$ cat src/rtl/decode_stage_if.sv
// rtl/decode_stage_if.sv - fetch/execute handshake bundle for decode_stage
// master drives the fetch offer and execute ready; slave is the decode stage.
interface decode_stage_if #(
  parameter int XLEN     = 32,
  parameter int ALU_OP_W = 4
);
  logic                in_valid;
  logic                in_ready;
  logic [31:0]         in_inst;
  logic [XLEN-1:0]     in_pc;
  logic                flush;
  logic                out_valid;
  logic                out_ready;
  logic [XLEN-1:0]     out_pc;
  logic [XLEN-1:0]     out_imm;
  logic [4:0]          out_rs1;
  logic [4:0]          out_rs2;
  logic [4:0]          out_rd;
  logic [ALU_OP_W-1:0] out_alu_op;
  logic [8:0]          out_ctrl;
  logic [2:0]          out_funct3;

  modport master (
    output in_valid, in_inst, in_pc, flush, out_ready,
    input  in_ready, out_valid, out_pc, out_imm, out_rs1, out_rs2, out_rd,
           out_alu_op, out_ctrl, out_funct3
  );

  modport slave (
    input  in_valid, in_inst, in_pc, flush, out_ready,
    output in_ready, out_valid, out_pc, out_imm, out_rs1, out_rs2, out_rd,
           out_alu_op, out_ctrl, out_funct3
  );
endinterface

$ cat src/rtl/decode_stage.sv
// rtl/decode_stage.sv - registered RV32 decode stage with 2-entry skid buffer
// Define DECODE_RVM_EN to decode MUL/MULH/DIV/REM (funct7=0000001).
module decode_stage #(
  parameter int XLEN     = 32,
  parameter int ALU_OP_W = 4
) (
  input  logic         clk,
  input  logic         reset,
  decode_stage_if.slave bus
);
  typedef struct packed {
    logic [XLEN-1:0]     pc;
    logic [XLEN-1:0]     imm;
    logic [4:0]          rs1;
    logic [4:0]          rs2;
    logic [4:0]          rd;
    logic [ALU_OP_W-1:0] alu_op;
    logic [8:0]          ctrl;
    logic [2:0]          funct3;
  } bundle_t;

  typedef enum logic [1:0] {S_EMPTY, S_ONE, S_TWO} state_t;

  localparam logic [6:0] OPC_OP     = 7'b0110011;
  localparam logic [6:0] OPC_OP_IMM = 7'b0010011;
  localparam logic [6:0] OPC_LOAD   = 7'b0000011;
  localparam logic [6:0] OPC_STORE  = 7'b0100011;
  localparam logic [6:0] OPC_BRANCH = 7'b1100011;
  localparam logic [6:0] OPC_LUI    = 7'b0110111;
  localparam logic [6:0] OPC_AUIPC  = 7'b0010111;
  localparam logic [6:0] OPC_JAL    = 7'b1101111;
  localparam logic [6:0] OPC_JALR   = 7'b1100111;

  localparam int C_MEM_READ  = 0;
  localparam int C_MEM_WRITE = 1;
  localparam int C_REG_WRITE = 2;
  localparam int C_WB_MEM    = 3;
  localparam int C_SRC_IMM   = 4;
  localparam int C_BRANCH    = 5;
  localparam int C_JUMP      = 6;
  localparam int C_A_PC      = 7;
  localparam int C_ILLEGAL   = 8;

  localparam logic [ALU_OP_W-1:0] ALU_ADD   = ALU_OP_W'(0);
  localparam logic [ALU_OP_W-1:0] ALU_SUB   = ALU_OP_W'(1);
  localparam logic [ALU_OP_W-1:0] ALU_AND   = ALU_OP_W'(2);
  localparam logic [ALU_OP_W-1:0] ALU_OR    = ALU_OP_W'(3);
  localparam logic [ALU_OP_W-1:0] ALU_XOR   = ALU_OP_W'(4);
  localparam logic [ALU_OP_W-1:0] ALU_SLL   = ALU_OP_W'(5);
  localparam logic [ALU_OP_W-1:0] ALU_SRL   = ALU_OP_W'(6);
  localparam logic [ALU_OP_W-1:0] ALU_SRA   = ALU_OP_W'(7);
  localparam logic [ALU_OP_W-1:0] ALU_SLT   = ALU_OP_W'(8);
  localparam logic [ALU_OP_W-1:0] ALU_SLTU  = ALU_OP_W'(9);
  localparam logic [ALU_OP_W-1:0] ALU_PASSB = ALU_OP_W'(10);
`ifdef DECODE_RVM_EN
  localparam logic [ALU_OP_W-1:0] ALU_MUL   = ALU_OP_W'(11);
  localparam logic [ALU_OP_W-1:0] ALU_MULH  = ALU_OP_W'(12);
  localparam logic [ALU_OP_W-1:0] ALU_DIV   = ALU_OP_W'(13);
  localparam logic [ALU_OP_W-1:0] ALU_REM   = ALU_OP_W'(14);
`endif

  function automatic logic [ALU_OP_W-1:0] base_op(input logic [2:0] f3);
    case (f3)
      3'b000:  base_op = ALU_ADD;
      3'b001:  base_op = ALU_SLL;
      3'b010:  base_op = ALU_SLT;
      3'b011:  base_op = ALU_SLTU;
      3'b100:  base_op = ALU_XOR;
      3'b101:  base_op = ALU_SRL;
      3'b110:  base_op = ALU_OR;
      default: base_op = ALU_AND;
    endcase
  endfunction

  logic [31:0]     inst;
  logic [6:0]      opcode;
  logic [2:0]      funct3;
  logic [6:0]      funct7;
  logic [4:0]      rs1, rs2, rd;
  logic [XLEN-1:0] imm_i, imm_s, imm_b, imm_u, imm_j, imm_sh;

  assign inst   = bus.in_inst;
  assign opcode = inst[6:0];
  assign funct3 = inst[14:12];
  assign funct7 = inst[31:25];
  assign rs1    = inst[19:15];
  assign rs2    = inst[24:20];
  assign rd     = inst[11:7];
  assign imm_i  = {{(XLEN-12){inst[31]}}, inst[31:20]};
  assign imm_s  = {{(XLEN-12){inst[31]}}, inst[31:25], inst[11:7]};
  assign imm_b  = {{(XLEN-13){inst[31]}}, inst[31], inst[7], inst[30:25], inst[11:8], 1'b0};
  assign imm_u  = {{(XLEN-32){inst[31]}}, inst[31:12], 12'b0};
  assign imm_j  = {{(XLEN-21){inst[31]}}, inst[31], inst[19:12], inst[20], inst[30:21], 1'b0};
  assign imm_sh = {{(XLEN-5){1'b0}}, inst[24:20]};

  bundle_t dec;
  logic    illegal;

  always_comb begin
    dec     = '0;
    illegal = 1'b0;
    dec.pc  = bus.in_pc;
    case (opcode)
      OPC_OP: begin
        dec.rs1 = rs1; dec.rs2 = rs2; dec.rd = rd; dec.funct3 = funct3;
        dec.ctrl[C_REG_WRITE] = 1'b1;
        if (funct7 == 7'b0000000) begin
          dec.alu_op = base_op(funct3);
        end else if (funct7 == 7'b0100000 && (funct3 == 3'b000 || funct3 == 3'b101)) begin
          dec.alu_op = (funct3 == 3'b000) ? ALU_SUB : ALU_SRA;
`ifdef DECODE_RVM_EN
        end else if (funct7 == 7'b0000001) begin
          case (funct3)
            3'b000:  dec.alu_op = ALU_MUL;
            3'b001:  dec.alu_op = ALU_MULH;
            3'b100:  dec.alu_op = ALU_DIV;
            3'b110:  dec.alu_op = ALU_REM;
            default: illegal = 1'b1;
          endcase
`endif
        end else begin
          illegal = 1'b1;
        end
      end
      OPC_OP_IMM: begin
        dec.rs1 = rs1; dec.rd = rd; dec.funct3 = funct3;
        dec.ctrl[C_REG_WRITE] = 1'b1;
        dec.ctrl[C_SRC_IMM]   = 1'b1;
        // Shifts carry a 5-bit shamt; funct7 picks logical vs arithmetic right.
        if (funct3 == 3'b001 || funct3 == 3'b101) begin
          dec.imm = imm_sh;
          if (funct7 == 7'b0000000)                            dec.alu_op = base_op(funct3);
          else if (funct3 == 3'b101 && funct7 == 7'b0100000)   dec.alu_op = ALU_SRA;
          else                                                 illegal = 1'b1;
        end else begin
          dec.imm    = imm_i;
          dec.alu_op = base_op(funct3);
        end
      end
      OPC_LOAD: begin
        dec.rs1 = rs1; dec.rd = rd; dec.funct3 = funct3; dec.imm = imm_i;
        dec.ctrl[C_MEM_READ]  = 1'b1;
        dec.ctrl[C_REG_WRITE] = 1'b1;
        dec.ctrl[C_WB_MEM]    = 1'b1;
        dec.ctrl[C_SRC_IMM]   = 1'b1;
        illegal = (funct3 != 3'b010);
      end
      OPC_STORE: begin
        dec.rs1 = rs1; dec.rs2 = rs2; dec.funct3 = funct3; dec.imm = imm_s;
        dec.ctrl[C_MEM_WRITE] = 1'b1;
        dec.ctrl[C_SRC_IMM]   = 1'b1;
        illegal = (funct3 != 3'b010);
      end
      OPC_BRANCH: begin
        dec.rs1 = rs1; dec.rs2 = rs2; dec.funct3 = funct3; dec.imm = imm_b;
        dec.ctrl[C_BRANCH] = 1'b1;
        case (funct3[2:1])
          2'b00:   dec.alu_op = ALU_SUB;
          2'b10:   dec.alu_op = ALU_SLT;
          2'b11:   dec.alu_op = ALU_SLTU;
          default: illegal = 1'b1;
        endcase
      end
      OPC_LUI: begin
        dec.rd = rd; dec.imm = imm_u; dec.alu_op = ALU_PASSB;
        dec.ctrl[C_REG_WRITE] = 1'b1;
        dec.ctrl[C_SRC_IMM]   = 1'b1;
      end
      OPC_AUIPC: begin
        dec.rd = rd; dec.imm = imm_u;
        dec.ctrl[C_REG_WRITE] = 1'b1;
        dec.ctrl[C_SRC_IMM]   = 1'b1;
        dec.ctrl[C_A_PC]      = 1'b1;
      end
      OPC_JAL: begin
        dec.rd = rd; dec.imm = imm_j;
        dec.ctrl[C_JUMP]      = 1'b1;
        dec.ctrl[C_REG_WRITE] = 1'b1;
      end
      OPC_JALR: begin
        dec.rs1 = rs1; dec.rd = rd; dec.funct3 = funct3; dec.imm = imm_i;
        dec.ctrl[C_JUMP]      = 1'b1;
        dec.ctrl[C_REG_WRITE] = 1'b1;
      end
      default: illegal = 1'b1;
    endcase
    // Illegal words still flow downstream, carrying only the illegal flag.
    if (illegal) begin
      dec                = '0;
      dec.pc             = bus.in_pc;
      dec.ctrl[C_ILLEGAL] = 1'b1;
    end
  end

  state_t  state_q, state_d;
  bundle_t main_q, main_d, skid_q, skid_d;
  logic    in_ready, out_valid, in_xfer, out_xfer;

  assign in_xfer  = bus.in_valid & in_ready;
  assign out_xfer = out_valid & bus.out_ready;

  always_ff @(posedge clk) begin
    if (!reset) state_q <= S_EMPTY;
    else        state_q <= state_d;
  end

  always_comb begin
    state_d = state_q;
    if (bus.flush) begin
      state_d = S_EMPTY;
    end else begin
      case (state_q)
        S_EMPTY: if (in_xfer) state_d = S_ONE;
        S_ONE: begin
          if (in_xfer && !out_xfer)      state_d = S_TWO;
          else if (out_xfer && !in_xfer) state_d = S_EMPTY;
        end
        S_TWO:   if (out_xfer) state_d = S_ONE;
        default: state_d = S_EMPTY;
      endcase
    end
  end

  always_comb begin
    out_valid = (state_q != S_EMPTY);
    in_ready  = (state_q != S_TWO);
  end

  always_comb begin
    main_d = main_q;
    skid_d = skid_q;
    if (!bus.flush) begin
      if (in_xfer && (state_q == S_EMPTY || (state_q == S_ONE && out_xfer))) main_d = dec;
      if (in_xfer && state_q == S_ONE && !out_xfer)                          skid_d = dec;
      if (out_xfer && state_q == S_TWO)                                      main_d = skid_q;
    end
  end

  always_ff @(posedge clk) begin
    if (!reset) begin
      main_q <= '0;
      skid_q <= '0;
    end else begin
      main_q <= main_d;
      skid_q <= skid_d;
    end
  end

  assign bus.in_ready   = in_ready;
  assign bus.out_valid  = out_valid;
  assign bus.out_pc     = main_q.pc;
  assign bus.out_imm    = main_q.imm;
  assign bus.out_rs1    = main_q.rs1;
  assign bus.out_rs2    = main_q.rs2;
  assign bus.out_rd     = main_q.rd;
  assign bus.out_alu_op = main_q.alu_op;
  assign bus.out_ctrl   = main_q.ctrl;
  assign bus.out_funct3 = main_q.funct3;
endmodule

$ cat src/flat_wrapper.sv
// flat-port wrapper written by rule: the top's interface ports become plain ports
module decode_stage_flat 
#(
  parameter int XLEN     = 32,
  parameter int ALU_OP_W = 4
)
  (clk, reset, bus_in_valid, bus_in_inst, bus_in_pc, bus_flush, bus_out_ready, bus_in_ready, bus_out_valid, bus_out_pc, bus_out_imm, bus_out_rs1, bus_out_rs2, bus_out_rd, bus_out_alu_op, bus_out_ctrl, bus_out_funct3);
  decode_stage_if #(.XLEN(XLEN), .ALU_OP_W(ALU_OP_W)) bus_i ();
  input  logic clk;
  input  logic reset;
  input wire logic [$bits(bus_i.in_valid)-1:0] bus_in_valid;
  input wire logic [$bits(bus_i.in_inst)-1:0] bus_in_inst;
  input wire logic [$bits(bus_i.in_pc)-1:0] bus_in_pc;
  input wire logic [$bits(bus_i.flush)-1:0] bus_flush;
  input wire logic [$bits(bus_i.out_ready)-1:0] bus_out_ready;
  output wire logic [$bits(bus_i.in_ready)-1:0] bus_in_ready;
  output wire logic [$bits(bus_i.out_valid)-1:0] bus_out_valid;
  output wire logic [$bits(bus_i.out_pc)-1:0] bus_out_pc;
  output wire logic [$bits(bus_i.out_imm)-1:0] bus_out_imm;
  output wire logic [$bits(bus_i.out_rs1)-1:0] bus_out_rs1;
  output wire logic [$bits(bus_i.out_rs2)-1:0] bus_out_rs2;
  output wire logic [$bits(bus_i.out_rd)-1:0] bus_out_rd;
  output wire logic [$bits(bus_i.out_alu_op)-1:0] bus_out_alu_op;
  output wire logic [$bits(bus_i.out_ctrl)-1:0] bus_out_ctrl;
  output wire logic [$bits(bus_i.out_funct3)-1:0] bus_out_funct3;
  assign bus_i.in_valid = bus_in_valid;
  assign bus_i.in_inst = bus_in_inst;
  assign bus_i.in_pc = bus_in_pc;
  assign bus_i.flush = bus_flush;
  assign bus_i.out_ready = bus_out_ready;
  assign bus_in_ready = bus_i.in_ready;
  assign bus_out_valid = bus_i.out_valid;
  assign bus_out_pc = bus_i.out_pc;
  assign bus_out_imm = bus_i.out_imm;
  assign bus_out_rs1 = bus_i.out_rs1;
  assign bus_out_rs2 = bus_i.out_rs2;
  assign bus_out_rd = bus_i.out_rd;
  assign bus_out_alu_op = bus_i.out_alu_op;
  assign bus_out_ctrl = bus_i.out_ctrl;
  assign bus_out_funct3 = bus_i.out_funct3;
  decode_stage #(.XLEN(XLEN), .ALU_OP_W(ALU_OP_W)) u_core (.clk(clk), .reset(reset), .bus(bus_i));
endmodule
$ cat config.mk
export PLATFORM = sky130hd
export DESIGN_NAME = decode_stage_flat
export DESIGN_NICKNAME = d
export VERILOG_FILES = /design/src/rtl/decode_stage_if.sv /design/src/rtl/decode_stage.sv /design/src/flat_wrapper.sv
export SDC_FILE = /design/constraint.sdc
export NUM_CORES = 1
export LEC_CHECK = 0
export ABC_AREA = 1
export BUFFER_PORTS_ARGS = -buffer_cell sky130_fd_sc_hd__buf_2
export CORE_MARGIN = 5
export CORE_UTILIZATION = 45
export CTS_CLUSTER_DIAMETER = 40
export DETAILED_ROUTE_END_ITERATION = 10
export GPL_TIMING_DRIVEN = 0
export PLACE_DENSITY = 0.67
export SLEW_MARGIN = 30
export SYNTH_ARGS = -nofsm -noshare
export SYNTH_HDL_FRONTEND = slang
export SYNTH_SLANG_ARGS = --single-unit
$ cat constraint.sdc
create_clock -name clk -period 4.9 [get_ports clk]
set_input_delay 1.225 -clock clk [delete_from_list [all_inputs] [get_ports clk]]
set_output_delay 1.225 -clock clk [all_outputs]
set_load 0.02 [all_outputs]
# Word level (Yosys, flattened, before mapping)
# Cells that the tools add are included.
[word_totals] out_inout_bits=97 ff_bits=192 elab_cells=117 input_bits=69
[classes] bitwise=4 reduce_logical=34 muxes=37 eq_ne=25
[op_table] op="$pmux 32 s6" count=1
[op_table] op="$mux 95" count=2
[op_table] op="$mux 63" count=1
[op_table] op="$mux 32" count=1
[op_table] op="$eq 7x6->1 const B" count=4
[op_table] op="$pmux 4 s7" count=1
[op_table] op="$eq 7x7->1 const B" count=3
[op_table] op="$mux 4" count=4
[op_table] op="$pmux 4 s4" count=1
[op_table] op="$mux 5" count=3
[op_table] op="$eq 7x5->1 const B" count=2
[op_table] op="$mux 1" count=13
[op_table] op="$pmux 4 s3" count=1
[op_table] op="$reduce_or 2->1" count=5
[op_table] op="$eq 3x3->1 const B" count=3
[op_table] op="$logic_and 1x1->1" count=9
[op_table] op="$mux 3" count=3
[op_table] op="$mux 2" count=4
[op_table] op="$eq 7x2->1 const B" count=1
[op_table] op="$logic_not 7->1" count=1
[op_table] op="$reduce_or 7->1" count=1
[op_table] op="$eq 2x2->1 const B" count=3
[op_table] op="$eq 3x2->1 const B" count=2
[op_table] op="$pmux 2 s3" count=1
[op_table] op="other kinds (20)" count=30

# Depth between registers and ports, before layout
# Gate-level depths: netlist (run 1).
[depth] word_depth=9 ltp_mapped=13 mapped_depth_nobuf=11

# Least setup slack after synthesis (run 1)
# Ideal clock, no wire load.
[synth_timing] path_kind="input to register" start="input port bus_in_inst[31]" end="register u_core.skid_q[21] (netlist name)" arrival_time_ns=2.459 path_slack_ns=2.371 setup_ns=0.070 path_stages=12 required_ns=4.830 n_path_buf=3 cell_sequence="buf_4 > nor2_4 > nand2_2 > nor2_4 > inv_2 > nand3_1 > nand2_2 > nor2_4 > buf_6 > buf_6 > nand3_1 > a21oi_1"
[synth_between] elab_chain_cells=7 elab_cells_between_ends=11 cone_classes="1 x eq/ne; 7 x mux; 3 x reduce/logical"
[synth_rtl] element="start, declared" line_no="flat_wrapper.sv:12" rtl="input wire logic [$bits(bus_i.in_inst)-1:0] bus_in_inst;"
[synth_rtl] element="$eq 7x6->1" line_no="decode_stage.sv:109, decode_stage.sv:133"
[synth_rtl] element="$logic_and 1x1->1" line_no="decode_stage.sv:133" rtl="else if (funct3 == 3'b101 && funct7 == 7'b0100000) dec.alu_op = ALU_SRA;"
[synth_rtl] element="$mux 1" line_no="decode_stage.sv:133"
[synth_rtl] element="$mux 1" line_no="decode_stage.sv:132" rtl="if (funct7 == 7'b0000000) dec.alu_op = base_op(funct3);"
[synth_rtl] element="$mux 1" line_no="decode_stage.sv:130" rtl="if (funct3 == 3'b001 || funct3 == 3'b101) begin"
[synth_rtl] element="$pmux 1 s5 (*)" line_no="decode_stage.sv:103" rtl="case (opcode)"
[synth_rtl] element="$mux 63 (*)" line_no="decode_stage.sv:188" rtl="if (illegal) begin"
[synth_rtl] element="end signal, assigned" line_no="decode_stage.sv:245" rtl="skid_q <= skid_d;"
[synth_rtl] element="end, declared" line_no="decode_stage.sv:196" rtl="bundle_t main_q, main_d, skid_q, skid_d;"
# Every way passes the cells marked *; elsewhere a longest branch is shown, timed or not.
# A chain may end at the register's enable or synchronous reset.

# Worst setup path after layout (run 1)
[layout_timing] start="input port bus_out_ready" end="register u_core.main_q (netlist bit u_core.bus.out_imm[2])"
[layout_between] elab_chain_cells=6 elab_cells_between_ends=8 cone_classes="1 x mux; 1 x bitwise; 6 x reduce/logical"
[layout_rtl] element="start, declared" line_no="flat_wrapper.sv:15" rtl="input wire logic [$bits(bus_i.out_ready)-1:0] bus_out_ready;"
[layout_rtl] element="$and 1x1->1 (*)" line_no="decode_stage.sv:200" rtl="assign out_xfer = out_valid & bus.out_ready;"
[layout_rtl] element="$logic_and 1x1->1" line_no="decode_stage.sv:233" rtl="if (in_xfer && (state_q == S_EMPTY || (state_q == S_ONE && out_xfer))) main_d = dec;"
[layout_rtl] element="$logic_or 1x1->1" line_no="decode_stage.sv:233"
[layout_rtl] element="$logic_and 1x1->1" line_no="decode_stage.sv:233"
[layout_rtl] element="$reduce_bool 2->1 (no source line)"
[layout_rtl] element="$reduce_and 2->1 (no source line)"
[layout_rtl] element="end signal, assigned" line_no="decode_stage.sv:244" rtl="main_q <= main_d;"
[layout_rtl] element="end, declared" line_no="decode_stage.sv:196"
# Marked as above.

==> key figures, run 1 <==
Status
  • Status: finished clean

Finish
  • Fill cells: 1871
  • Layout cells sized above 1: 18.6%
  • Area Overhead vs Synth: 19.7%
  • Post-Layout Inst Area: 10100 sq um
  • ANT cells: 0
  • Nets: 1418

Setup path
  • Crit-path leading delay family: buffers and inverters
  • Crit path buffers/inverters: 4
  • CP dominant cell by count: a21oi_1
  • Reg2reg path depth: 8
  • Origin of the critical flop-to-flop path: u_core.state_q[1]
  • Worst-path cell chain: buf_2 > nand2_1 > nor2_2 > inv_1 > a21oi_4 > inv_2 > clkbuf_1 > a21oi_1 > a21oi_1
  • Slowest stage delay, CP: 510 ps
  • Worst EP arrival: about 3300 ps
  • Crit Path Class: in -> reg
  • Worst path slowest cell: a21oi_4
  • Worst Setup Start Kind: primary input
  • Worst EP required: ~5200 ps
  • Reg-to-reg slack, setup: 2440 ps
  • CP endpoint kind: flop
  • Worst Path Max Fanout: 10
  • Reg2reg end: u_core.bus.out_imm[2]

Placement
  • Worst slack at placement: 1500 ps
  • Placed Area: 9580 sq um
  • Number of port buffers: about 160
  • Gp weighted congestion: 1.00
  • Dpl hpwl: 22.0 mm

Logic synthesis
  • Number of flops mapped to enable cells by yosys: 0
  • Count leader, synth: o21ai_0
  • Cell variety after synth: 34
  • Synth top cells by count: o21ai_0 (195), dfxtp_1 (190), a21oi_1 (183)
  • Syn Nets: 1236
  • Yosys Warn Count: 0
  • Asr flop ratio synth: 0%
  • Register area share after synthesis: 44.9%
  • Cell taking the most area after synthesis: dfxtp_1
  • Post-Syn Area: 8470 sq um
  • Yosys reg bits: 190
  • Synth area leaders: dfxtp_1 (45%), o21ai_0 (12%), a21oi_1 (11%), nand2_1 (8.0%), nand3_1 (4.7%)
  • Synth top area share: approximately 45%
  • Post-synth top flop: dfxtp_1
  • Average size of a mapped cell: just over 7 sq um
  • Cell count after synthesis: 1164

STA
  • Final Max Slew Viols: 0
  • Clock skew: 8.87 ps
  • Rel. slew slack: 50.2%
  • Final setup violating endpoints: 0
  • RSZ-0062 raised after global routing: false
  • Minimum clock period: roughly 3000 ps
  • Setup ws final: 1910 ps
  • Hold Violations, Final: 0
  • Period utilization: 61.1%
  • Worst-Margin Slew: 747 ps
  • FMAX: 334 MHz
  • Setup TNS Final: 0 ps

GRT
  • Number of global-route vias before repair: 8677
  • Initial antenna violation count: 1
  • Largest net degree at the start of global routing: 17
  • Grt ovf: 0
  • GRT Resource Usage Total: between 20% and 30%
  • First-pass GRT wire length: 47.0 mm

Clock tree
  • Post-CTS Hold Buffers: 0
  • Clock root buffer: clkbuf_16
  • Clock transition at path regs: 70 ps
  • Max H-tree Level: 4
  • CTS tree: built
  • Clk_lat worst skew: 440 ps
  • Post-CTS Setup Bufs: 0
  • Clk sinks: 190
  • Post-CTS sizing: 0
  • CTS Buf Count: 17
  • Max Root-Sink Buffers: 2

Floorplan
  • Core Region: 18600 sq um
  • # rows: 50
  • I/O pin count: 166
  • DIE WIDTH: 147 um
  • Die span in y: approximately 150 um
  • Initial core utilization: 45.4%
  • Die Outline Area: between 20000 and 25000 sq um

Drt
  • First-pass DRT Iterations: 5
  • Drt via density: 5.63
  • DR DRC count: 0
  • Number of DRC markers in iteration 0: 875
  • Antenna Violating Nets Remaining: 0
  • Via count: 8965
  • Wirelength per Cell: around 19 um
  • Post-Route WL: 29.5 mm

Pwr
  • PwrDens: 333 nW/um^2
  • Peak supply drop: about 260 uV
  • LEAKAGE: 0.00445 uW

Worst hold path
  • Hold Crit Start: u_core.skid_q[93]
  • Hold-critical path depth: 2
  • Worst min-delay path class: reg -> reg
  • Hold path endpoint: u_core.bus.out_pc[30]

Job
  • Max cap viols: 0
## how the worst max path moves through the flow
stage / from / end / cells after the start / slack [ps]
CTS: bus_out_ready / u_core.bus.out_alu_op[3] / 9 / 1940
finish: bus_out_ready / u_core.bus.out_imm[2] / 9 / 1910
detailed placement: bus_out_ready / u_core.bus.out_alu_op[3] / 9 / 1500
floorplan: bus_in_inst[31] / u_core.skid_q[21] / 12 / 2370
global placement: bus_out_ready / u_core.bus.out_rs2[4] / 9 / 1520
global route: bus_out_ready / u_core.bus.out_imm[4] / 9 / 1790
## worst reg2reg max path, stage by stage, from the launching register on
cell and delay (ps):
dfxtp_1 350, nand2_1 80, nor2_2 310, inv_1 270, a21oi_4 510, inv_2 180
clkbuf_1 330, a21oi_1 230, a21oi_1 90
## cells in the final DEF, fill, tap and decap left out, types with 2 or more instances in the layout
cell / n
o21ai_0: 195
dfxtp_1: 190
a21oi_1: 183
buf_2: 183
nand2_1: 181
nor2_1: 106
nand3_1: 80
clkbuf_1: 68
a31oi_1: 33
inv_1: 28
nand4_1: 18
clkbuf_16: 17
buf_6: 9
inv_2: 9
o211ai_1: 8
nor2_4: 5
nand2_2: 5
nand3b_1: 3
o21bai_1: 3
ha_1: 3
clkinv_4: 3
buf_1: 2
buf_4: 2
nor2_2: 2
or2_2: 2
clkinv_2: 2
clkinvlp_4: 2
inv_6: 2
## cell families after synthesis
family / after synthesis / synth area share (%)
AOI/OAI and AO/OA: 427 / 26.3
and+or+nand+nor: 407 / 21.1
buffers and inverters: 137 / 7.25
DFF: 190 / 44.9
adders and majority gates: 3 / 0.443
## metal layers
| layer | share of wire (%) | global-route usage [%] | vias to the layer above | wire [um] |
|---|---|---|---|---|
| li1 | - | - | 4363 | - |
| met1 | 44 | 36.1 | 4122 | 12900 |
| met2 | 44 | 42.1 | 406 | 13100 |
| met3 | 8.9 | 7.09 | 72 | 2640 |
| met4 | 3.2 | 10.8 | 2 | 937 |
| met5 | 0.037 | 0 | - | 11 |
## sequential cells by signal (all words and copies together) (netlist names)
name	cells
u_core.bus.out_rs1	5
u_core.skid_q	94
u_core.bus.out_alu_op	4
u_core.state_q	2
u_core.bus.out_ctrl	8
u_core.bus.out_rs2	5
u_core.bus.out_funct3	3
u_core.bus.out_rd	5
u_core.bus.out_imm	32
u_core.bus.out_pc	32
## area by class of cell
type                            count  area, sq um  share of cell area (%)
Tap cell                          234          293                    2.89
Timing Repair Buffer              163          816                    8.04
Multi-Input combinational cell    837         4060                    40.0
Buffer                             99          472                    4.65
Clock buffer                       20          447                    4.40
Inverter                           38          143                    1.41
Clock inverter                     11          110                    1.09
Sequential cell                   190         3800                    37.5
## where the power goes
part	switching, uW	internal, uW	leakage [uW]
clock network	632	719	0.000269
logic	273	123	0.00264
registers	30.1	1600	0.00155
total	935	2450	0.00445
## per-stage QoR
step                utilization [%]  std cells  power, uW  hold WS, ps
finish                         54.4       1592       3380          485
global route                   54.4       1592       3500          496
CTS                            54.4       1592       3380          481
detailed placement             51.4       1561       2060          472
global placement               51.4       1561       2060          466
floorplan                         -       1164       1890          456
No activity file was read; power rests on OpenSTA's default activity.
==> run 2, diff against run 1 <==
Settings changed: PLACE_DENSITY 0.67 to 0.7.
Clock period 4.9 ns to 2.7 ns, I/O delays scaled along.
==> key figures, run 2 (synthesized netlist as in run 1, its figures left out) <==
Setup path
  • Crit path depth: 8 (-1)
  • Origin of the critical flop-to-flop path: u_core.state_q[1]
  • Worst Path Max Fanout: 10 (unchanged)
  • CP endpoint kind: flop
  • Reg2reg end: u_core.bus.out_imm[30]
  • Worst EP required: 3070 ps (-2150 ps)
  • Crit path buffers/inverters: 4 (unchanged)
  • Crit Path Class: in -> reg
  • Slowest stage delay, CP: 630 ps (+120 ps)
  • Worst-path cell chain: buf_2 > nand2_1 > nor2_2 > inv_1 > clkbuf_1 > clkbuf_1 > nand3_1 > a21oi_1
  • Crit-path leading delay family: buffers and inverters
  • Reg-to-reg slack, setup: 300 ps (-2140 ps)
  • CP dominant cell by count: clkbuf_1
  • Worst path slowest cell: clkbuf_1
  • Worst Setup Start Kind: primary input
  • Worst EP arrival: 2800 ps (-520 ps)
  • Reg2reg path depth: 7 (-1)

Pwr
  • Total power: 6080 uW (+80%)
  • PwrDens: 600 nW/um^2 (+80%)
  • Pint: 4400 uW (+80%)
  • Gate power share: 11.9% (+0.2 points)
  • Sequential power share: 48.8% (+0.4 points)
  • Clock share of power: 39.3% (-0.6 points)
  • LEAKAGE: 0.00445 uW (about the same)
  • Psw: 1690 uW (+80%)
  • Sw Ratio: 27.7% (+0.080 points)
  • Peak supply drop: 439 uV (+67%)

Drt
  • DR DRC count: 0 (unchanged)
  • Number of DRC markers in iteration 0: 958 (+9.5%)
  • First-pass DRT Iterations: 5 (unchanged)
  • Wirelength per Cell: 18.8 um (+1.6%)
  • Via count: 9243 (+3.1%)
  • Drt via density: 5.80 (+3.0%)
  • Post-Route WL: 30.0 mm (+1.7%)
  • Antenna Violating Nets Remaining: 0 (unchanged)

Finish
  • ANT cells: 0 (unchanged)
  • Largest register FFs: 94 (unchanged)
  • Area Overhead vs Synth: 19.7% (unchanged)
  • Reg with most FFs: u_core.skid_q
  • Layout cells sized above 1: 18.8% (+0.13 points)
  • Most common cell after layout, fill and taps aside: o21ai_0
  • Most frequent cells in the layout: o21ai_0 (195), dfxtp_1 (190), a21oi_1 (183), buf_2 (183), nand2_1 (181)
  • Nets: 1418 (unchanged)
  • Post-Layout Inst Area: 10100 sq um (unchanged)

STA
  • Clock skew: 12.3 ps (+3.46 ps)
  • Rel. slew slack: 47.2% (-3.0 points)
  • Minimum clock period: between 2000 and 2500 ps
  • Final setup violating endpoints: 0 (unchanged)
  • Final Max Slew Viols: 0 (unchanged)
  • Min Hold Slack: 471 ps (-13.9 ps)
  • FMAX: 411 MHz
  • Setup TNS Final: 0 ps (unchanged)
  • Worst-Margin Slew: 792 ps (+45.0 ps)
  • Hold Violations, Final: 0 (unchanged)
  • RSZ-0062 raised after global routing: false
  • Period utilization: 90.0%
  • Setup ws final: 269 ps (-1640 ps)

Floorplan
  • Initial core utilization: 45.4% (unchanged)
  • Die Outline Area: 21700 sq um (unchanged)
  • # rows: 50 (unchanged)
  • DIE WIDTH: 147 um (unchanged)
  • I/O pin count: 166 (unchanged)
  • Die span in y: 147 um (unchanged)
  • Core Region: 18600 sq um (unchanged)

Worst hold path
  • Hold-critical path depth: 3 (+1)
  • Worst min-delay path class: in -> reg
  • Hold Crit Start: bus_in_pc[24]
  • Hold path endpoint: u_core.skid_q[87]

Clock tree
  • Post-CTS sizing: 0 (unchanged)
  • Clock transition at path regs: 70 ps (about the same)
  • Post-CTS Hold Buffers: 0 (unchanged)
  • CTS tree: built
  • Clk_lat worst skew: 440 ps (about the same)
  • Post-CTS Setup Bufs: 0 (unchanged)
  • Max Root-Sink Buffers: 2 (unchanged)
  • Clk sinks: 190 (unchanged)
  • Clock root buffer: clkbuf_16
  • Max H-tree Level: 4 (unchanged)
  • CTS Buf Count: 17 (unchanged)

GRT
  • Number of global-route vias before repair: 8776 (+1.1%)
  • Grt ovf: 0 (unchanged)
  • GRT Resource Usage Total: 27.1% (+0.029 points)
  • Initial antenna violation count: 3 (+2)
  • Largest net degree at the start of global routing: 17 (unchanged)
  • First-pass GRT wire length: 46.8 mm (-0.38%)

Job
  • Max cap viols: 0 (unchanged)

Placement
  • Number of port buffers: 163 (unchanged)
  • Worst slack at placement: -118 ps (-1620 ps)
  • Dpl hpwl: 21.9 mm (-0.17%)
  • Placed Area: 9580 sq um (unchanged)
  • Gp weighted congestion: 0.984 (-2.1%)

Status
  • Status: finished clean
[run 2: cell types whose count changed in the layout (fill, tap and decap cells not counted)]
cell | before | now
bufinv_16 | 1 | 0
clkbuf_1 | 68 | 67
inv_6 | 2 | 1
inv_8 | 1 | 0
clkinv_4 | 3 | 6
clkbuf_8 | 1 | 3
[run 2: how the worst max path moves through the flow]
stage | startpoint | end | slack [ps]
after floorplan | bus_in_inst[31] | u_core.skid_q[21] | 720
after global placement | bus_out_ready | u_core.bus.out_imm[30] | -130
after detailed placement | bus_out_ready | u_core.bus.out_imm[30] | -120
after CTS | bus_out_ready | u_core.bus.out_imm[30] | 290
after global routing | bus_out_ready | u_core.bus.out_imm[30] | 180
final | bus_out_ready | u_core.bus.out_imm[30] | 270
[run 2: power by group through the flow]
stage / Sequential, uW / Clock (uW) / Combinational, uW
2_1_floorplan: 3130 / 0 / 301
3_3_place_gp: 3030 / 0 / 706
3_5_place_dp: 3030 / 0 / 710
4_1_cts: 2970 / 2400 / 715
5_1_grt: 2980 / 2510 / 786
6_report: 2970 / 2390 / 722
[run 2: layout make-up]
| cell class | instances | area [sq um] |
|---|---|---|
| flip-flops and latches | 190 | 3800 |
| plain buffers | 99 | 472 |
| well taps | 234 | 293 |
| repair buffers | 163 | 816 |
| multi-input cells | 837 | 4060 |
| inverters | 38 | 143 |
| fillers | 1834 | 8500 |
| clock inverters | 11 | 86.3 |
| clock buffers | 21 | 470 |
[run 2: routing by layer]
metal | part of all wire [%] | global-route usage (%) | vias up
met4 | 3.9 | 12.1 | 4
met2 | 45 | 42.2 | 475
met3 | 9.7 | 6.82 | 84
met5 | 0.047 | 0 | -
li1 | - | - | 4366
met1 | 41 | 35.7 | 4314
[run 2: tightest hold or removal path, stage by stage]
cell and delay [ps]:
buf_2 90, nor2_1 40, nor2_1 80
[run 2: through the flow]
stage / utilization [%] / instances
6_report: 54.4 / 1593
5_1_grt: 54.4 / 1593
4_1_cts: 54.4 / 1593
3_5_place_dp: 51.4 / 1561
3_3_place_gp: 51.4 / 1561
2_1_floorplan: - / 1164
==> run 3, diff against run 2 <==
Settings changed: CTS_BUF_LIST set to sky130_fd_sc_hd__clkbuf_2 sky130_fd_sc_hd__clkbuf_4 sky130_fd_sc_hd__clkbuf_8, GPL_TIMING_DRIVEN 0 to unset, TNS_END_PERCENT set to 10.
==> key figures, run 3 (synthesized netlist as in run 1, its figures left out) <==
Status
  • Status: finished clean

Setup path
  • Worst EP arrival: 2350 ps (-450 ps)
  • Worst EP required: 3050 ps (-20 ps)
  • Worst path slowest cell: dfxtp_1
  • CP endpoint kind: flop
  • Slowest stage delay, CP: 430 ps (-200 ps)
  • Worst-path cell chain: inv_1 > nor2_1 > inv_1 > nor2_1 > inv_1 > nor2_4 > clkinv_1 > buf_4 > o21bai_1 > inv_1
  • CP dominant cell by count: inv_1
  • Worst Path Max Fanout: 19 (+9)
  • Reg-to-reg slack, setup: 700 ps (+400 ps)
  • Crit Path Class: reg -> reg
  • Worst Setup Start Kind: flop

Drt
  • Via count: 8490 (-8.1%)
  • First-pass DRT Iterations: 5 (unchanged)
  • Wirelength per Cell: 16.8 um (-11%)
  • Antenna Violating Nets Remaining: 0 (unchanged)
  • Post-Route WL: 25.4 mm (-16%)
  • Number of DRC markers in iteration 0: 743 (-22%)
  • DR DRC count: 0 (unchanged)
  • Drt via density: 5.61 (-3.4%)

Finish
  • Nets: 1339 (-5.6%)
  • Multi-input gate area: 4060 sq um (unchanged)
  • Layout cells sized above 1: 19.1% (+0.38 points)
  • Most frequent cells in the layout: o21ai_0 (195), dfxtp_1 (190), a21oi_1 (183)
  • Reg with most FFs: u_core.skid_q
  • Most common cell after layout, fill and taps aside: o21ai_0
  • Fill cells: 1845 (+0.60%)
  • Area Overhead vs Synth: 15.9%
  • Largest register FFs: 94 (unchanged)
  • ANT cells: 0 (unchanged)
  • Sequential cell area: 3800 sq um (unchanged)

Clock tree
  • Clk sinks: 190 (unchanged)
  • Post-CTS Hold Buffers: 0 (unchanged)
  • Clk_lat worst skew: 450 ps (about the same)
  • Post-CTS Setup Bufs: 0 (unchanged)
  • Max H-tree Level: 4 (unchanged)
  • CTS Buf Count: 17 (unchanged)
  • CTS tree: built
  • Clock transition at path regs: 100 ps (+30 ps)
  • Max Root-Sink Buffers: 2 (unchanged)
  • Post-CTS sizing: 0 (unchanged)
  • Clock root buffer: clkbuf_8

Floorplan
  • Die Outline Area: 21700 sq um (unchanged)
  • DIE WIDTH: 147 um (unchanged)
  • Die span in y: 147 um (unchanged)
  • # rows: 50 (unchanged)
  • Initial core utilization: 45.4% (unchanged)
  • Core Region: 18600 sq um (unchanged)
  • I/O pin count: 166 (unchanged)

GRT
  • Grt ovf: 0 (unchanged)
  • GRT Resource Usage Total: 23.1% (-4.0 points)
  • Grt met1 use: 31.8% (-3.9 points)
  • Met3 usage: 5.77% (-1.0 points)
  • Grt peak-use layer: met2
  • First-pass GRT wire length: 41.4 mm (-12%)
  • Number of global-route vias before repair: 7937 (-9.6%)
  • Initial antenna violation count: 0 (-3)
  • Met2 global-route usage: 35.9% (-6.3 points)
  • Largest net degree at the start of global routing: 127 (+110)

STA
  • Rel. slew slack: 64.9% (+18 points)
  • Hold Violations, Final: 0 (unchanged)
  • Worst-Margin Slew: 527 ps (-265 ps)
  • Clock skew: 11.2 ps (-1.08 ps)
  • Minimum clock period: 2000 ps (-432 ps)
  • Min Hold Slack: 451 ps (-19.7 ps)
  • Final setup violating endpoints: 0 (unchanged)
  • FMAX: 500 MHz (+22%)
  • Period utilization: 74.0% (-16 points)
  • RSZ-0062 raised after global routing: false
  • Setup TNS Final: 0 ps (unchanged)
  • Final Max Slew Viols: 0 (unchanged)

Placement
  • Dpl hpwl: 16.2 mm (-26%)
  • Number of port buffers: 165 (+1.2%)
  • Gp weighted congestion: 0.906 (-7.9%)

Pwr
  • PwrDens: 572 nW/um^2 (-4.6%)
  • LEAKAGE: 0.00429 uW (-3.7%)
  • Peak supply drop: 362 uV (-18%)

Worst hold path
  • Worst min-delay path class: in -> reg

Job
  • Max cap viols: 0 (unchanged)
==> run 3: worst max-delay path: cells and delay by family (launching register included) <==
kind                   cells  cell delay, ps
AOI/OAI and AO/OA          1             160
and+or+nand+nor            3             580
buffers and inverters      6             730
DFF                        1             430
==> run 3: path summary, 6_finish.rpt <==
kind                                   startpoint               endpoint  cells after the start
worst max register to register  u_core.state_q[0]      u_core.skid_q[14]                     10
worst min-delay path                 bus_in_pc[6]      u_core.skid_q[69]                      3
worst max-delay path            u_core.state_q[0]      u_core.skid_q[14]                     10
worst min register to register  u_core.skid_q[73]  u_core.bus.out_pc[10]                      2
==> run 3: layout make-up <==
| type | count | share of cell area [%] |
|---|---|---|
| well taps | 234 | 2.98 |
| inverters | 38 | 1.45 |
| repair buffers | 183 | 11.2 |
| clock inverters | 9 | 1.25 |
| clock buffers | 23 | 3.03 |
| multi-input cells | 837 | 41.3 |
| flip-flops and latches | 190 | 38.7 |
==> run 3: stage by stage <==
step	util, %	instances	setup slack [ps]	area [sq um]	power, uW
after floorplan	-	1164	721	8470	3440
after global placement	50.4	1482	322	9400	3700
after detailed placement	50.4	1482	267	9400	3700
after CTS	52.7	1514	686	9820	5670
after global routing	52.7	1514	501	9820	5870
final	52.7	1514	701	9820	5620
==> run 3: per-layer routing <==
metal	vias up	routed length, um
met1	3936	11500
met3	36	1930
met4	0	522
met5	-	0
met2	317	11500
li1	4201	-
==> run 3: power by group <==
part / total [uW] / switching, uW / internal, uW
sequential: 2970 / 56.2 / 2910
combinational: 672 / 457 / 215
clock: 1980 / 1030 / 948
